**config.mk**
```make
export PLATFORM = sky130hd
export DESIGN_NAME = axi_read_arbiter_flat
export DESIGN_NICKNAME = d
export VERILOG_FILES = /design/src/rtl/axi_read_arbiter_pkg.sv /design/src/rtl/axi_read_arbiter_if.sv /design/src/rtl/axi_read_arbiter_arb_pick.sv /design/src/rtl/axi_read_arbiter.sv /design/src/flat_wrapper.sv
export SDC_FILE = /design/constraint.sdc
export NUM_CORES = 1
export LEC_CHECK = 0
export BUFFER_PORTS_ARGS = -buffer_cell sky130_fd_sc_hd__buf_4
export CAP_MARGIN = 20
export CORE_MARGIN = 5
export CORE_UTILIZATION = 35
export CTS_BUF_LIST = sky130_fd_sc_hd__clkbuf_8
export CTS_CLUSTER_SIZE = 14
export DETAILED_ROUTE_END_ITERATION = 10
export GPL_ROUTABILITY_DRIVEN = 0
export PLACE_DENSITY = 0.88
export SYNTH_ARGS = -nofsm -noshare
export SYNTH_HDL_FRONTEND = slang
export SYNTH_SLANG_ARGS = --single-unit
```
**constraint.sdc**
```tcl
create_clock -name clk -period 1.16 [get_ports clk]
set_input_delay 0.232 -clock clk [delete_from_list [all_inputs] [get_ports clk]]
set_output_delay 0.232 -clock clk [all_outputs]
set_load 0.05 [all_outputs]
```
**src/rtl/axi_read_arbiter_pkg.sv**
```systemverilog
// Shared types and constants for the two-port AXI4-Lite read arbiter.
package axi_arb_pkg;

  localparam int unsigned AXI_ADDR_W = 32;
  localparam int unsigned AXI_DATA_W = 32;

  // Transaction sequencing states.
  typedef enum logic [1:0] {
    IDLE = 2'd0,
    ADDR = 2'd1,
    DATA = 2'd2
  } arb_state_e;

  // Index of a requesting port (0 = instruction cache, 1 = load path).
  typedef logic port_idx_t;

  localparam logic [1:0] OKAY   = 2'b00;
  localparam logic [1:0] SLVERR = 2'b10;

endpackage

```
**src/rtl/axi_read_arbiter_if.sv**
```systemverilog
// AXI4-Lite read channel (AR + R) bundle; master drives requests, slave responds.
interface axi_read_arbiter_if
  import axi_arb_pkg::*;
#(
  parameter int unsigned ADDR_W = AXI_ADDR_W,
  parameter int unsigned DATA_W = AXI_DATA_W
);

  logic              arvalid;
  logic              arready;
  logic [ADDR_W-1:0] araddr;
  logic [2:0]        arprot;
  logic              rvalid;
  logic              rready;
  logic [DATA_W-1:0] rdata;
  logic [1:0]        rresp;

  modport master (
    output arvalid, araddr, arprot, rready,
    input  arready, rvalid, rdata, rresp
  );

  modport slave (
    input  arvalid, araddr, arprot, rready,
    output arready, rvalid, rdata, rresp
  );

endinterface

```
**src/rtl/axi_read_arbiter_arb_pick.sv**
```systemverilog
// Grant selection between the two read ports.
// Optional feature: define AXI_ARB_ROUND_ROBIN_EN for round-robin tie breaking;
// otherwise port 0 wins every tie (fixed priority).
module arb_pick
  import axi_arb_pkg::*;
(
  input  logic      req0,
  input  logic      req1,
  input  port_idx_t last_grant,
  output logic      grant_valid,
  output port_idx_t grant_idx
);

`ifdef AXI_ARB_ROUND_ROBIN_EN
  // Tie goes to the port that did not win last; a lone requester always wins.
  always_comb begin
    grant_valid = req0 | req1;
    grant_idx   = 1'b0;
    if (req0 && req1) begin
      grant_idx = ~last_grant;
    end else if (req1) begin
      grant_idx = 1'b1;
    end
  end
`else
  // Fixed priority: port 0 wins whenever it requests; history is ignored.
  logic unused_last_grant;
  assign unused_last_grant = last_grant;

  always_comb begin
    grant_valid = req0 | req1;
    grant_idx   = 1'b0;
    if (!req0 && req1) begin
      grant_idx = 1'b1;
    end
  end
`endif

endmodule

```
**src/rtl/axi_read_arbiter.sv**
```systemverilog
// Shares one AXI4-Lite read channel between two masters, one transaction at a
// time. Tie-break policy lives in arb_pick (macro AXI_ARB_ROUND_ROBIN_EN).
module axi_read_arbiter
  import axi_arb_pkg::*;
#(
  parameter int unsigned ADDR_W = AXI_ADDR_W,
  parameter int unsigned DATA_W = AXI_DATA_W
) (
  input  logic                 clk,
  input  logic                 reset,
  axi_read_arbiter_if.slave    s0,
  axi_read_arbiter_if.slave    s1,
  axi_read_arbiter_if.master   m,
  output logic                 busy,
  output port_idx_t            owner
);

  arb_state_e        state_q;
  arb_state_e        state_d;
  logic              grant_valid;
  port_idx_t         grant_idx;
  port_idx_t         owner_q;
  port_idx_t         last_grant_q;
  logic              m_arvalid_q;
  logic [ADDR_W-1:0] m_araddr_q;
  logic [2:0]        m_arprot_q;
  logic              owner_rready;
  logic              ar_hs;
  logic              r_hs;

  // Grant decision from the request lines only (no memory-side inputs).
  arb_pick u_pick (
    .req0        (s0.arvalid),
    .req1        (s1.arvalid),
    .last_grant  (last_grant_q),
    .grant_valid (grant_valid),
    .grant_idx   (grant_idx)
  );

  assign owner_rready = (owner_q == 1'b1) ? s1.rready : s0.rready;
  assign ar_hs        = m_arvalid_q && m.arready;
  assign r_hs         = (state_q == DATA) && m.rvalid && owner_rready;

  // State register.
  always_ff @(posedge clk) begin
    if (reset) begin
      state_q <= IDLE;
    end else begin
      state_q <= state_d;
    end
  end

  // Next state and combinational handshake outputs.
  always_comb begin
    state_d    = state_q;
    s0.arready = 1'b0;
    s1.arready = 1'b0;
    s0.rvalid  = 1'b0;
    s1.rvalid  = 1'b0;
    m.rready   = 1'b0;
    case (state_q)
      IDLE: begin
        if (grant_valid) begin
          s0.arready = (grant_idx == 1'b0);
          s1.arready = (grant_idx == 1'b1);
          state_d    = ADDR;
        end
      end
      ADDR: begin
        if (ar_hs) begin
          state_d = DATA;
        end
      end
      DATA: begin
        s0.rvalid = m.rvalid && (owner_q == 1'b0);
        s1.rvalid = m.rvalid && (owner_q == 1'b1);
        m.rready  = owner_rready;
        if (r_hs) begin
          state_d = IDLE;
        end
      end
      default: begin
        state_d = IDLE;
      end
    endcase
  end

  // Memory-side request registers, ownership and grant history.
  always_ff @(posedge clk) begin
    if (reset) begin
      m_arvalid_q  <= 1'b0;
      m_araddr_q   <= '0;
      m_arprot_q   <= 3'b000;
      owner_q      <= 1'b0;
      last_grant_q <= 1'b1;
    end else begin
      case (state_q)
        IDLE: begin
          if (grant_valid) begin
            m_arvalid_q <= 1'b1;
            m_araddr_q  <= (grant_idx == 1'b1) ? s1.araddr : s0.araddr;
            m_arprot_q  <= (grant_idx == 1'b1) ? s1.arprot : s0.arprot;
            owner_q     <= grant_idx;
          end
        end
        ADDR: begin
          if (ar_hs) begin
            m_arvalid_q <= 1'b0;
          end
        end
        DATA: begin
          if (r_hs) begin
            last_grant_q <= owner_q;
          end
        end
        default: begin
          m_arvalid_q <= 1'b0;
        end
      endcase
    end
  end

  assign m.arvalid = m_arvalid_q;
  assign m.araddr  = m_araddr_q;
  assign m.arprot  = m_arprot_q;

  // Read data and response are broadcast; only the owner sees rvalid.
  assign s0.rdata = m.rdata;
  assign s1.rdata = m.rdata;
  assign s0.rresp = m.rresp;
  assign s1.rresp = m.rresp;

  assign busy  = (state_q != IDLE);
  assign owner = owner_q;

endmodule
```
**src/flat_wrapper.sv**
```systemverilog
// flat-port wrapper written by rule: the top's interface ports become plain ports
module axi_read_arbiter_flat import axi_arb_pkg::*;
#(
  parameter int unsigned ADDR_W = AXI_ADDR_W,
  parameter int unsigned DATA_W = AXI_DATA_W
)
  (clk, reset, busy, owner, s0_arvalid, s0_araddr, s0_arprot, s0_rready, s0_arready, s0_rvalid, s0_rdata, s0_rresp, s1_arvalid, s1_araddr, s1_arprot, s1_rready, s1_arready, s1_rvalid, s1_rdata, s1_rresp, m_arvalid, m_araddr, m_arprot, m_rready, m_arready, m_rvalid, m_rdata, m_rresp);
  axi_read_arbiter_if #(.ADDR_W(ADDR_W), .DATA_W(DATA_W)) s0_i ();
  axi_read_arbiter_if #(.ADDR_W(ADDR_W), .DATA_W(DATA_W)) s1_i ();
  axi_read_arbiter_if #(.ADDR_W(ADDR_W), .DATA_W(DATA_W)) m_i ();
  input  logic clk;
  input  logic reset;
  output logic busy;
  output port_idx_t owner;
  input wire logic [$bits(s0_i.arvalid)-1:0] s0_arvalid;
  input wire logic [$bits(s0_i.araddr)-1:0] s0_araddr;
  input wire logic [$bits(s0_i.arprot)-1:0] s0_arprot;
  input wire logic [$bits(s0_i.rready)-1:0] s0_rready;
  output wire logic [$bits(s0_i.arready)-1:0] s0_arready;
  output wire logic [$bits(s0_i.rvalid)-1:0] s0_rvalid;
  output wire logic [$bits(s0_i.rdata)-1:0] s0_rdata;
  output wire logic [$bits(s0_i.rresp)-1:0] s0_rresp;
  input wire logic [$bits(s1_i.arvalid)-1:0] s1_arvalid;
  input wire logic [$bits(s1_i.araddr)-1:0] s1_araddr;
  input wire logic [$bits(s1_i.arprot)-1:0] s1_arprot;
  input wire logic [$bits(s1_i.rready)-1:0] s1_rready;
  output wire logic [$bits(s1_i.arready)-1:0] s1_arready;
  output wire logic [$bits(s1_i.rvalid)-1:0] s1_rvalid;
  output wire logic [$bits(s1_i.rdata)-1:0] s1_rdata;
  output wire logic [$bits(s1_i.rresp)-1:0] s1_rresp;
  output wire logic [$bits(m_i.arvalid)-1:0] m_arvalid;
  output wire logic [$bits(m_i.araddr)-1:0] m_araddr;
  output wire logic [$bits(m_i.arprot)-1:0] m_arprot;
  output wire logic [$bits(m_i.rready)-1:0] m_rready;
  input wire logic [$bits(m_i.arready)-1:0] m_arready;
  input wire logic [$bits(m_i.rvalid)-1:0] m_rvalid;
  input wire logic [$bits(m_i.rdata)-1:0] m_rdata;
  input wire logic [$bits(m_i.rresp)-1:0] m_rresp;
  assign s0_i.arvalid = s0_arvalid;
  assign s0_i.araddr = s0_araddr;
  assign s0_i.arprot = s0_arprot;
  assign s0_i.rready = s0_rready;
  assign s0_arready = s0_i.arready;
  assign s0_rvalid = s0_i.rvalid;
  assign s0_rdata = s0_i.rdata;
  assign s0_rresp = s0_i.rresp;
  assign s1_i.arvalid = s1_arvalid;
  assign s1_i.araddr = s1_araddr;
  assign s1_i.arprot = s1_arprot;
  assign s1_i.rready = s1_rready;
  assign s1_arready = s1_i.arready;
  assign s1_rvalid = s1_i.rvalid;
  assign s1_rdata = s1_i.rdata;
  assign s1_rresp = s1_i.rresp;
  assign m_arvalid = m_i.arvalid;
  assign m_araddr = m_i.araddr;
  assign m_arprot = m_i.arprot;
  assign m_rready = m_i.rready;
  assign m_i.arready = m_arready;
  assign m_i.rvalid = m_rvalid;
  assign m_i.rdata = m_rdata;
  assign m_i.rresp = m_rresp;
  axi_read_arbiter #(.ADDR_W(ADDR_W), .DATA_W(DATA_W)) u_core (.clk(clk), .reset(reset), .s0(s0_i), .s1(s1_i), .m(m_i), .busy(busy), .owner(owner));
endmodule
```
==> out/qor.yml, run 1 <==
cts_root_buf: "clkbuf_8"
first_pass_iters: 4
r2r_cells: 6
viasPerCell: 5.03
period_needed_ns: 1.44
synth_edf_count: 0
end_kind: "register"
mappedNetlistArea_mm2: 0.00251
globalRoute.totalOverflow: 0
drc: 0
path_cells: "nor2_4 -> buf_4 -> buf_6 -> and2_4 -> clkbuf_16 -> a311oi_2"
hpwlAfterDp_um: 5820
vias: 2265
power.density_mw_per_mm2: 1320
r2r-end: "u_core.m.araddr[30]"
antenna_found_initial: 0
grt_pass1_wl_um: 11200
ys_seq_area_share_pct: 31.0
crit_type: "reg2reg"
async_flop_share_pct: 0
rsz0062_at_grt: "true"
core_mm2: 0.00714
p_comb_share_pct: 44.3
syn_to_final_growth_pct: 33.3
die_x_um: 94.8
drt_wl_total_um: 7780
p_leak_nw: 1.46
htreeDepth: 2
max_stage_delay_ns: 0.35
syn_avg_cell_area_um2: 8.47
cp_top_family: "buffers and inverters"
cp_max_fo: 6
yosys.area_share.xor_xnor_pct: 0
synth.area.top_cells: "dfxtp_1 (31%), buf_4 (21%), a311oi_2 (18%)"
hold_viol: 0
setup_ws_ns: -0.280
violations: "negative setup slack"
track_usage_pct: 15.9
pin_count: 223
reg2reg_slack_ns: -0.28
clkPwrFrac_pct: 19.5
path_clk_slew_ns: 0.08
drtIter0Drc: 58
num_antenna_cells: 0
fill_cells: 696
required_ns: 1.32
die_h_um: 94.8
cts_tree: "built"
skew_ns: 0.00469
peakVddDrop_uv: 474
synthMuxAreaShare_pct: 0.398
synth_area_leader_cell: "dfxtp_1"
drive_gt1_share_pct: 53.6
hp-class: "in2reg"
synth_top_family_by_area: "compound AO/OA/AOI/OAI gates"
start_util_pct: 35.2
routedWlPerCell_um: 17.3
cts_buffer_depth: 2
cp.arrival_ns: 1.60
rows: 31
synth_top_area_share_pct: 31.0
max_clock_freq_mhz: 694
yosys.cell_types.count: 22
maxSlewViolCount: 0
p_switching_w: 0.00170
timing.final.crit_share_pct: 124
worst_hold_path.num_cells: 3
worstMarginPinSlew_ns: 0.393
insertion_delay_ns: 0.28
cts.sinks: 39
grt_max_degree: 40
cap_violations: 0
p_sw_share_pct: 38.5
critical-path-slowest-cell: "dfxtp_2"
synth_fa_ha_area_share_pct: 0
ys_ff_latch: 39
seqPwrFrac_pct: 36.2
intPower_w: 0.00272
status: "finished with violations"
fin_nets: 462
synth.top_cells.by_count: "buf_4 (71), nand2_1 (71), a21oi_1 (39), dfxtp_1 (39), a311oi_2 (30)"
numCtsBuffers: 5
total_power_w: 0.00443
synth_compound_gate_area_share_pct: 27.9
hp-start: "s1_araddr[2]"
finalSetupViolations: 43
die-area_mm2: 0.00898
startpoint_type: "register"
netlist_instances: 297
reg2reg_from: "u_core.state_q[1]"
port_buffers: 120
multiInputGateArea_mm2: 0.00112
synth-warning-count: 0
synthSimpleGateAreaFrac_pct: 14.3
path_buf_inv: 3
syn_nets: 409
ys.flop_type: "dfxtp_1"
slew_headroom_pct: 73.8
final-seq-area_um2: 790
finalSetupTns_ns: -10.34
hold_slack_ns: 0.227
holdPathEnd: "u_core.m.araddr[2]"
final_antenna_net_count: 0
grt_pass1_vias: 2293
state kept, by name, summed over array words and instances, names as in the netlist:
name,cells
u_core.m.arvalid,1
u_core.state_q,2
u_core.owner,1
u_core.m.araddr,32
u_core.m.arprot,3
layout by cell type (no fill, tap or decap), types with 2 or more instances in the layout:
cell type	netlist	final
a311oi_1	5	5
inv_1	2	3
clkbuf_16	0	3
a311oi_2	30	30
dfxtp_4	0	2
clkbuf_8	0	5
buf_4	71	119
a21oi_1	39	39
nor3_1	2	2
buf_6	4	7
and2_4	0	2
nor2b_4	0	2
nor2_4	0	3
nand2_1	71	71
buf_12	0	6
dfxtp_1	39	36
buf_8	0	2
metrics by stage:
stage	cells	worst slack, ns	utilization (%)	instance area [um2]
final	450	-0.280	47.0	3350
after global routing	450	-0.343	47.0	3350
after CTS	446	-0.280	45.7	3260
after detailed placement	435	-0.175	43.1	3080
after global placement	435	-0.113	43.1	3080
after floorplan	297	-0.308	-	2570
area by class of cell:
type | count | share of cell area, %
Timing Repair Buffer | 138 | 36.5
Sequential cell | 39 | 23.5
Tap cell | 99 | 3.69
Clock inverter | 3 | 0.373
Clock buffer | 5 | 2.05
Inverter | 2 | 0.336
Multi-Input combinational cell | 164 | 33.5
what timing repair did:
action                     4_1_cts  5_1_grt
hold endpoints to repair         0        0
gates cloned                     1        3
setup endpoints to repair       42       45
hold buffers                     0        0
setup buffers                    2        1
gates resized for setup         17        4
pin swaps                        3        1
worst max-delay path by stage:
stage / startpoint / end / slack, ns / depth (start not counted)
floorplan: u_core.state_q[0] / s1_arready / -0.31 / 4
global placement: s1_arvalid / u_core.m.araddr[22] / -0.11 / 5
detailed placement: s0_arvalid / u_core.m.araddr[15] / -0.17 / 5
CTS: u_core.state_q[1] / s1_arready / -0.28 / 4
global route: u_core.state_q[1] / u_core.m.arprot[1] / -0.34 / 6
finish: u_core.state_q[1] / u_core.m.araddr[30] / -0.28 / 6
per-layer routing:
metal / vias up / track usage [%] / routed length (um)
li1: 1070 / - / -
met1: 1047 / 17.2 / 2820
met2: 136 / 28.5 / 4070
met3: 12 / 6.06 / 782
met4: 0 / 4.81 / 111
met5: - / 0 / 0
logic make-up (layout without fill, tap and decap cells):
group                  Yosys count  count (layout)
AO/OA/AOI/OAI                   76              76
flip-flops                      39              39
AND/OR/NAND/NOR                 87              87
buffers and inverters           94             148
multiplexers                     1               1
tightest hold or removal path: cells and delay by family:
family / cells / cell delay, ns
simple gates: 1 / 0.04
buf+inv: 1 / 0.11
compound gates: 1 / 0.07
power by group through the flow:
| stage | clock, W | combinational, W | sequential (W) |
|---|---|---|---|
| final | 0.000861 | 0.00196 | 0.00160 |
| after global routing | 0.000970 | 0.00207 | 0.00162 |
| after CTS | 0.000901 | 0.00189 | 0.00160 |
| after detailed placement | 0 | 0.00180 | 0.00163 |
| after global placement | 0 | 0.00176 | 0.00162 |
| after floorplan | 0 | 0.00129 | 0.00214 |
Power figures use the tool's default switching activity.
==> run 2: changes to the inputs <==
--- a/config.mk
+++ b/config.mk
@@ -13,7 +13,7 @@
 export CTS_CLUSTER_SIZE = 14
 export DETAILED_ROUTE_END_ITERATION = 10
 export GPL_ROUTABILITY_DRIVEN = 0
-export PLACE_DENSITY = 0.88
+export PLACE_DENSITY = 0.86
 export SYNTH_ARGS = -nofsm -noshare
 export SYNTH_HDL_FRONTEND = slang
 export SYNTH_SLANG_ARGS = --single-unit
==> run 2 against run 1 <==
Against the previous run: hold slack got worse by 0.0051 ns; via count grew 0.40%; the flow still finishes with violations (negative setup slack); fmax shrank 2.4%; die area unchanged; largest cell class unchanged; flip-flop and latch count stayed put; global-route usage rose by 0.64 points; sequential power about the same; clock power rose by 2%.
==> out/qor.yml, run 2 (synthesis gave the netlist of run 1 again) <==
vias: 2274
worst_hold_path.num_cells: 3
rsz0062_at_grt: "true"
clkPwrFrac_pct: 19.4
pin_count: 223
required_ns: 0.93
syn_to_final_growth_pct: 36.2
routedWlPerCell_um: 16.9
hp-start: "s1_araddr[0]"
final-seq-area_um2: 793
grt_pass1_wl_um: 11600
core_mm2: 0.00714
htreeDepth: 2
violations: "negative setup slack"
mostFrequentLayoutCell: "buf_4"
drive_gt1_share_pct: 55.2
max_clock_freq_mhz: 678
track_usage_pct: 16.5
finalNonFillerCells: 454
r2r-end: "u_core.m.araddr[4]"
viasPerCell: 5.01
hpwlAfterDp_um: 5510
die-area_mm2: 0.00898
status: "finished with violations"
start_util_pct: 35.2
finalSetupViolations: 41
drc: 0
hold_viol: 0
power.density_mw_per_mm2: 1310
hp-class: "in2reg"
p_leak_nw: 1.49
drtIter0Drc: 50
fill_cells: 668
drt_wl_total_um: 7660
dp.cells: 437
grt_max_degree: 40
cap_violations: 0
place_area_mm2: 0.00309
slew_headroom_pct: 59.7
timing.final.crit_share_pct: 127
cts_tree: "built"
port_buffers: 120
rows: 31
layout_common_cells: "buf_4 (119), nand2_1 (70), a21oi_1 (38)"
stdcell_area_mm2: 0.00343
p_sw_share_pct: 38.6
numCtsBuffers: 5
final_antenna_net_count: 0
r2r_cells: 7
cts_buffer_depth: 2
hold_slack_ns: 0.222
maxSlewViolCount: 0
cts.sinks: 39
cp_max_fo: 4
peakVddDrop_uv: 520
end_kind: "output pin"
seqPwrFrac_pct: 35.4
period_needed_ns: 1.48
startpoint_type: "register"
insertion_delay_ns: 0.28
skew_ns: 0.00579
first_pass_iters: 4
largest_reg_flops: 32
grt_pass1_vias: 2343
cp.arrival_ns: 1.24
num_antenna_cells: 0
crit_type: "reg2out"
die_h_um: 94.8
fin_nets: 466
p_comb_share_pct: 45.2
antenna_found_initial: 0
setup_ws_ns: -0.316
finalSetupTns_ns: -9.92
reg2reg_from: "u_core.state_q[1]"
reg2reg_slack_ns: -0.27
cts_root_buf: "clkbuf_8"
p_switching_w: 0.00174
globalRoute.totalOverflow: 0
die_x_um: 94.8
worstMarginPinSlew_ns: 0.605
multiInputGateArea_mm2: 0.00113
critPathLaunch: "u_core.state_q[1]"
intPower_w: 0.00277
path_clk_slew_ns: 0.08
holdPathEnd: "u_core.m.araddr[0]"
==> run 2: metal layers <==
metal	up-vias	wire, um	track usage, %
met5	-	0	0
met4	0	103	4.33
met3	12	743	6.22
met2	149	4060	30.9
met1	1040	2750	17.2
li1	1073	-	-
==> run 2: repair_timing <==
item                                    CTS  global route
setup buffers                             5             2
pin swaps                                 3             2
cloned                                    3             0
gates resized for setup                  25            10
hold buffers                              0             0
endpoints found under the setup margin   42            44
==> run 2: per-stage QoR <==
step                util, %  total power [W]  setup WS [ns]
finish                 48.0          0.00450         -0.316
global route           48.0          0.00475         -0.392
CTS                    47.4          0.00454         -0.305
detailed placement     43.3          0.00344         -0.200
global placement       43.3          0.00340         -0.129
floorplan                 -          0.00344         -0.308
==> run 2: final cells by class <==
cell class | count | area share, %
inverter | 2 | 0.329
sequential | 39 | 23.2
clock buffer | 5 | 2.01
timing repair buffer | 142 | 37.4
clock inverter | 3 | 0.365
multi-input combinational | 164 | 33.1
tap | 99 | 3.62
==> run 2: worst max-delay path by stage <==
| stage | depth (start not counted) | to | slack (ns) |
|---|---|---|---|
| 2_1_floorplan | 4 | s1_arready | -0.31 |
| 3_3_place_gp | 5 | u_core.m.araddr[2] | -0.13 |
| 3_5_place_dp | 5 | u_core.m.araddr[20] | -0.20 |
| 4_1_cts | 4 | s1_arready | -0.31 |
| 5_1_grt | 4 | s1_arready | -0.39 |
| 6_report | 4 | s1_arready | -0.32 |
==> run 2: power groups by stage <==
stage               sequential [W]  combinational, W  clock (W)
floorplan                  0.00214           0.00129          0
global placement           0.00162           0.00179          0
detailed placement         0.00162           0.00182          0
CTS                        0.00159           0.00202   0.000925
global route               0.00161           0.00214   0.000994
finish                     0.00159           0.00204   0.000875
==> run 2: worst max-delay path: stages (launching register included) <==
cell and delay [ns]:
dfxtp_4 0.36, nor2_4 0.19, clkinvlp_4 0.15, nor2_4 0.10
buf_6 0.16
